==> src/rtl/ram_arbiter_pkg.sv <==
// ram_arbiter_pkg
//   Shared definitions for the system RAM arbiter: FSM state encoding,
//   RAM owner encoding and default bus widths.
package ram_arbiter_pkg;

    localparam int DEF_ADDR_WIDTH   = 11;
    localparam int DEF_DATA_WIDTH   = 8;
    localparam int DEF_GUARD_CYCLES = 1;

    typedef enum logic [1:0] {
        RUN     = 2'd0,
        PARK    = 2'd1,
        GRANT   = 2'd2,
        RESTORE = 2'd3
    } arb_state_t;

    typedef enum logic [1:0] {
        OWN_CPU  = 2'd0,
        OWN_VGA  = 2'd1,
        OWN_UART = 2'd2
    } owner_t;

endpackage

==> src/rtl/ram_arbiter.sv <==
// ram_arbiter
//   Owns the single system RAM port and shares it between the 6502 core,
//   the VGA screen fetcher and the UART program loader. The CPU is only
//   halted at an opcode fetch (or while held in reset), a guard period
//   separates CPU park from the master grant, and one RESTORE cycle
//   re-presents the CPU address to RAM before RDY is released.
//
//   state   | meaning
//   --------+-----------------------------------------------------------
//   RUN     | CPU owns RAM, RDY high unless a park is being requested
//   PARK    | CPU frozen, nobody writes; owner latched on the last cycle
//   GRANT   | VGA or UART owns RAM, its grant is high
//   RESTORE | CPU address re-read so read data is valid when RDY rises
//
// Ports
//   clk, reset               : 25 MHz system clock, async active-high reset
//   cpu_*                    : 6502 bus (address, write data/enable, SYNC,
//                              held-in-reset) and the RDY returned to it
//   vga_req/addr/grant       : screen fetch, read-only
//   uart_req/addr/wdata/we   : program loader, write-only; uart_grant back
//   ram_*                    : to generic_ram (synchronous read, 1 cycle)
//   lost_write               : sticky flag, loader wrote without a grant
module ram_arbiter
    import ram_arbiter_pkg::*;
#(
    parameter int ADDR_WIDTH   = DEF_ADDR_WIDTH,
    parameter int DATA_WIDTH   = DEF_DATA_WIDTH,
    parameter int GUARD_CYCLES = DEF_GUARD_CYCLES   // 1..3
) (
    input  logic                  clk,
    input  logic                  reset,
    input  logic [ADDR_WIDTH-1:0] cpu_addr,
    input  logic [DATA_WIDTH-1:0] cpu_wdata,
    input  logic                  cpu_we,
    input  logic                  cpu_sync,
    input  logic                  cpu_held,
    output logic                  cpu_rdy,
    input  logic                  vga_req,
    input  logic [ADDR_WIDTH-1:0] vga_addr,
    output logic                  vga_grant,
    input  logic                  uart_req,
    input  logic [ADDR_WIDTH-1:0] uart_addr,
    input  logic [DATA_WIDTH-1:0] uart_wdata,
    input  logic                  uart_we,
    output logic                  uart_grant,
    output logic [ADDR_WIDTH-1:0] ram_raddr,
    output logic [ADDR_WIDTH-1:0] ram_waddr,
    output logic [DATA_WIDTH-1:0] ram_wdata,
    output logic                  ram_we,
    output logic                  lost_write
);

    localparam logic [1:0] GUARD_LOAD = 2'(GUARD_CYCLES - 1);

    arb_state_t state;
    owner_t     owner;
    logic [1:0] guard_cnt;
    logic       any_req;
    logic       park_req;

    assign any_req  = vga_req | uart_req;
    assign park_req = any_req & (cpu_sync | cpu_held);

    // Combinational so the CPU freezes in the very cycle it shows the
    // opcode address; that address is then the one RESTORE re-reads.
    assign cpu_rdy = (state == RUN) && !park_req;

    always_ff @(posedge clk or posedge reset) begin
        if (reset) begin
            state      <= RESTORE;
            owner      <= OWN_CPU;
            guard_cnt  <= 2'd0;
            vga_grant  <= 1'b0;
            uart_grant <= 1'b0;
            lost_write <= 1'b0;
        end else begin
            if (uart_we && !uart_grant)
                lost_write <= 1'b1;

            case (state)
                RUN: begin
                    if (park_req) begin
                        state     <= PARK;
                        guard_cnt <= GUARD_LOAD;
                    end
                end
                PARK: begin
                    if (guard_cnt == 2'd0) begin
                        if (uart_req) begin
                            owner      <= OWN_UART;
                            uart_grant <= 1'b1;
                            state      <= GRANT;
                        end else if (vga_req) begin
                            owner     <= OWN_VGA;
                            vga_grant <= 1'b1;
                            state     <= GRANT;
                        end else begin
                            owner <= OWN_CPU;
                            state <= RESTORE;
                        end
                    end else begin
                        guard_cnt <= guard_cnt - 2'd1;
                    end
                end
                GRANT: begin
                    // On hand-over between masters a single PARK cycle
                    // keeps both grants low, independent of GUARD_CYCLES.
                    if (owner == OWN_UART && !uart_req) begin
                        uart_grant <= 1'b0;
                        owner      <= OWN_CPU;
                        guard_cnt  <= 2'd0;
                        state      <= vga_req ? PARK : RESTORE;
                    end else if (owner == OWN_VGA && !vga_req) begin
                        vga_grant <= 1'b0;
                        owner     <= OWN_CPU;
                        guard_cnt <= 2'd0;
                        state     <= uart_req ? PARK : RESTORE;
                    end else if (owner == OWN_CPU) begin
                        vga_grant  <= 1'b0;
                        uart_grant <= 1'b0;
                        state      <= RESTORE;
                    end
                end
                RESTORE: begin
                    state <= RUN;
                end
                default: begin
                    state <= RESTORE;
                end
            endcase
        end
    end

    always_comb begin
        ram_raddr = cpu_addr;
        ram_waddr = cpu_addr;
        ram_wdata = cpu_wdata;
        ram_we    = 1'b0;
        if (state == RUN) begin
            ram_we = cpu_we & cpu_rdy;
        end else if (state == GRANT) begin
            case (owner)
                OWN_VGA: begin
                    ram_raddr = vga_addr;
                    ram_waddr = vga_addr;
                end
                OWN_UART: begin
                    ram_raddr = uart_addr;
                    ram_waddr = uart_addr;
                    ram_wdata = uart_wdata;
                    ram_we    = uart_we & uart_grant;
                end
                default: begin
                    ram_we = 1'b0;
                end
            endcase
        end
    end

endmodule

==> config.mk <==
export PLATFORM = sky130hd
export DESIGN_NAME = ram_arbiter
export DESIGN_NICKNAME = d
export VERILOG_FILES = /design/src/rtl/ram_arbiter_pkg.sv /design/src/rtl/ram_arbiter.sv
export SDC_FILE = /design/constraint.sdc
export NUM_CORES = 1
export LEC_CHECK = 0
export ABC_AREA = 1
export ABC_CLOCK_PERIOD_IN_PS = 3550
export CAP_MARGIN = 20
export CORE_UTILIZATION = 25
export DETAILED_ROUTE_END_ITERATION = 6
export PLACE_DENSITY = 0.75
export SETUP_SLACK_MARGIN = 0.4
export SLEW_MARGIN = 25
export SYNTH_ARGS = -nofsm -noshare
export SYNTH_HDL_FRONTEND = slang
export SYNTH_SLANG_ARGS = --single-unit
==> constraint.sdc <==
create_clock -name clk -period 3.55 [get_ports clk]
set_input_delay 0.71 -clock clk [delete_from_list [all_inputs] [get_ports clk]]
set_output_delay 0.71 -clock clk [all_outputs]
set_load 0.005 [all_outputs]
==> summary.md <==
| Metric | Value |
|---|---|
| Outcome | finished, final reports clean |
| # rows | 24 |
| Largest stage delay on the critical path | 520 ps |
| Fin area | 2041 um2 |
| Syn_nets | 258 |
| Vias in the first global route | 1,322 |
| GP Congestion | 0.9011 |
| Initial antenna violation count | 0 |
| Post-DP HPWL | 2882 um |
| First drt pass iteration count | 4 |
| Worst-Skew Late Latency | 240 ps |
| Switching Share | 0.4404 |
| Most frequent CP cell | clkdlybuf4s50_1 |
| Most frequent cells in the layout | clkdlybuf4s50_1, nand2_1, nor2_1, inv_1, a21oi_1 |
| Min Tclk post-route | 2981 ps |
| Skew final | 4.378 ps |
| Max-Cap Viols | 0 |
| Commonest non-fill, non-tap cell in the layout | clkdlybuf4s50_1 |
| Final Hold Vio Count | 0 |
| Fmax | 0.3355 GHz |
| CTS tree | yes |
| Clock Power Share | 0.102 |
| Multi-input logic area | 683.2 um2 |
| Actual slew at the worst max-slew pin | 441.5 ps |
| Seq pwr share | 0.158 |
| Worst r2r path cells | 8 |
| H-tree Lvls | 1 |
| Overall die width | 69.49 um |
| Data arrival, critical path | 2270 ps |
| N_diodes | 0 |
| Average cell area after synthesis | 5.780 um2 |
| Share of layout cells above drive strength 1 | 0.07971 |
| Final WL | 3532 um |
| Non-Filler Instances | 328 |
| Peak supply drop | 0.3369 mV |
| Syn-to-layout area delta | 79.23% |
| Final Power | 1.220 mW |
| I/O Buffers | 91 |
| Clk buf depth | 2 |
| CP Class | in2out |
| CTS Root Cell | clkbuf_8 |
| Worst Hold Path EP | lost_write |
| Num CTS Buffers | 3 |
| CTS Sinks | 9 |
| # IOs | 92 |
| Worst path slowest cell | clkdlybuf4s50_1 |
| Flops & latches, synth | 9 |
| Placed inst area | 1992 um2 |
| Crit. End Element | primary output |
| Die Footprint | 4828 um2 |
| Final hold slack | 471.0 ps |
| Final setup vio count | 0 |
| Initial core utilization | 0.2615 |
| Final ANT Viol Nets | 0 |
| DR iter-0 viols | 45 |
| Vias per cell | 4.305 |
| Reg2reg end | owner[0] |
| Data required time of the worst path | 2840 ps |
| Post-Syn Instances | 197 |
| Reg2reg start | owner[1] |
| Register area share after synthesis | 0.2000 |
| CTS Hold Bufs | 0 |
| Fin nets | 338 |
| Critical path startpoint category | input pin |
| Largest net degree at the start of global routing | 23 |
| Fin crit share | 0.8396 |
| Synth warn | 0 |
| Overall Global Routing Usage | 0.1560 |
| Final TNS setup | 0 ps |
| Max FO, Critical Path | 6 |
| Pint | 0.6827 mW |
| Worst min-delay path class | reg2reg |
| R2R setup slack | 1900 ps |
| DR DRC count | 0 |
| Unrepaired setup endpoints after global routing | false |
| WL/cell | 10.77 um |
| Via Count | 1,412 |
| Gr ovfl total | 0 |
| Crit-path cells | clkdlybuf4s50_1 > nor2_1 > o21ai_2 > inv_1 > nand2_1 > o21ai_0 > clkdlybuf4s50_1 |
| Static Leak | 1.022 nW |
| Netlist Area Pre-Place | 1139 um2 |
| Max-slew violation count | 0 |
| First-pass GRT wire length | 6099 um |
| CORE AREA | 4354 um2 |
| Setup Buffers After CTS | 0 |
| Combinational Power Share | 0.740 |
| Switching power of the nets | 0.5372 mW |
| Hold_sp | lost_write |
| Register area | 227.7 um2 |
| Die H | 69.49 um |
| Pwr dens | 597.8 nW/um2 |
| CP Buf/Inv Count | 3 |
| Crit path max-delay family | buffers and inverters |
| Clk slew on worst S/H paths | 50 ps |
| Hold path depth | 1 |
| Slew HR | 0.7056 |
| Fill cells | 441 |
| Post-CTS resize count | 0 |
| Post-synthesis cell type count | 26 |
| Inst Count DP | 324 |
worst max path at each step:
stage,startpoint,to,slack [ps],depth (start not counted)
after floorplan,owner[1],ram_waddr[9],1480,8
after global placement,uart_req,ram_we,550,7
after detailed placement,uart_req,ram_we,530,7
after CTS,uart_req,ram_we,530,7
after global routing,uart_req,ram_we,410,7
final,uart_req,ram_we,570,7
sequential cells by signal, indices dropped and copies added, names as in the netlist:
signal and cells:
owner 2, state 2, lost_write 1, vga_grant 1
guard_cnt 2, uart_grant 1
cell type report:
type,instances,share of cell area
inverter,26,0.04905
multi-input combinational,145,0.3348
sequential,9,0.1116
timing repair buffer,92,0.4500
clock inverter,1,0.002452
clock buffer,3,0.02023
tap,52,0.03188
through the flow:
stage / worst slack (ps) / util
after floorplan: 1481 / -
after detailed placement: 525.4 / 0.4575
final: 569.5 / 0.4687
after global placement: 548.9 / 0.4575
after CTS: 526.5 / 0.4681
after global routing: 414.4 / 0.4687
cell usage after synthesis:
library cell,instances,share of area
a21oi_1,13,0.057
a21oi_2,1,0.0077
buf_2,2,0.0088
buf_4,11,0.073
buf_6,3,0.030
clkbuf_1,1,0.0033
dfrtp_1,7,0.15
dfstp_2,2,0.046
ha_1,4,0.044
inv_1,23,0.076
inv_2,2,0.0066
inv_4,1,0.0055
nand2_1,71,0.23
nand2_2,4,0.022
nand2_4,2,0.020
nand3_1,10,0.044
nand3b_1,1,0.0066
nand4_1,2,0.011
nand4_2,1,0.011
nor2_1,26,0.086
nor2_2,1,0.0055
nor3_2,1,0.0088
o21ai_0,5,0.022
o21ai_1,1,0.0044
o21ai_2,1,0.0077
o21bai_1,1,0.0066
per-layer routing:
metal / global-route usage / vias to the layer above / routed length (um)
met4: 0.05896 / 0 / 59
li1: - / 754 / -
met1: 0.1944 / 594 / 1582
met3: 0.01744 / 7 / 205
met5: 0 / - / 0
met2: 0.2740 / 57 / 1683
power groups by stage:
stage | logic [mW] | clock network [mW] | registers (mW)
after global routing | 1.01 | 0.131 | 0.201
after floorplan | 0.577 | 0 | 0.188
after detailed placement | 0.899 | 0 | 0.195
final | 0.902 | 0.125 | 0.193
after CTS | 0.906 | 0.129 | 0.194
after global placement | 0.888 | 0 | 0.194
cell families (layout without fill, tap and decap cells):
kind of cell,count (synthesis),count (layout),share of synthesized area
adders and majority gates,4,4,0.04396
and+or+nand+nor,119,119,0.4484
DFF,9,9,0.2000
buffers and inverters,43,122,0.2022
AOI/OAI and AO/OA,22,22,0.1055
No activity file was read; power rests on OpenSTA's default activity.
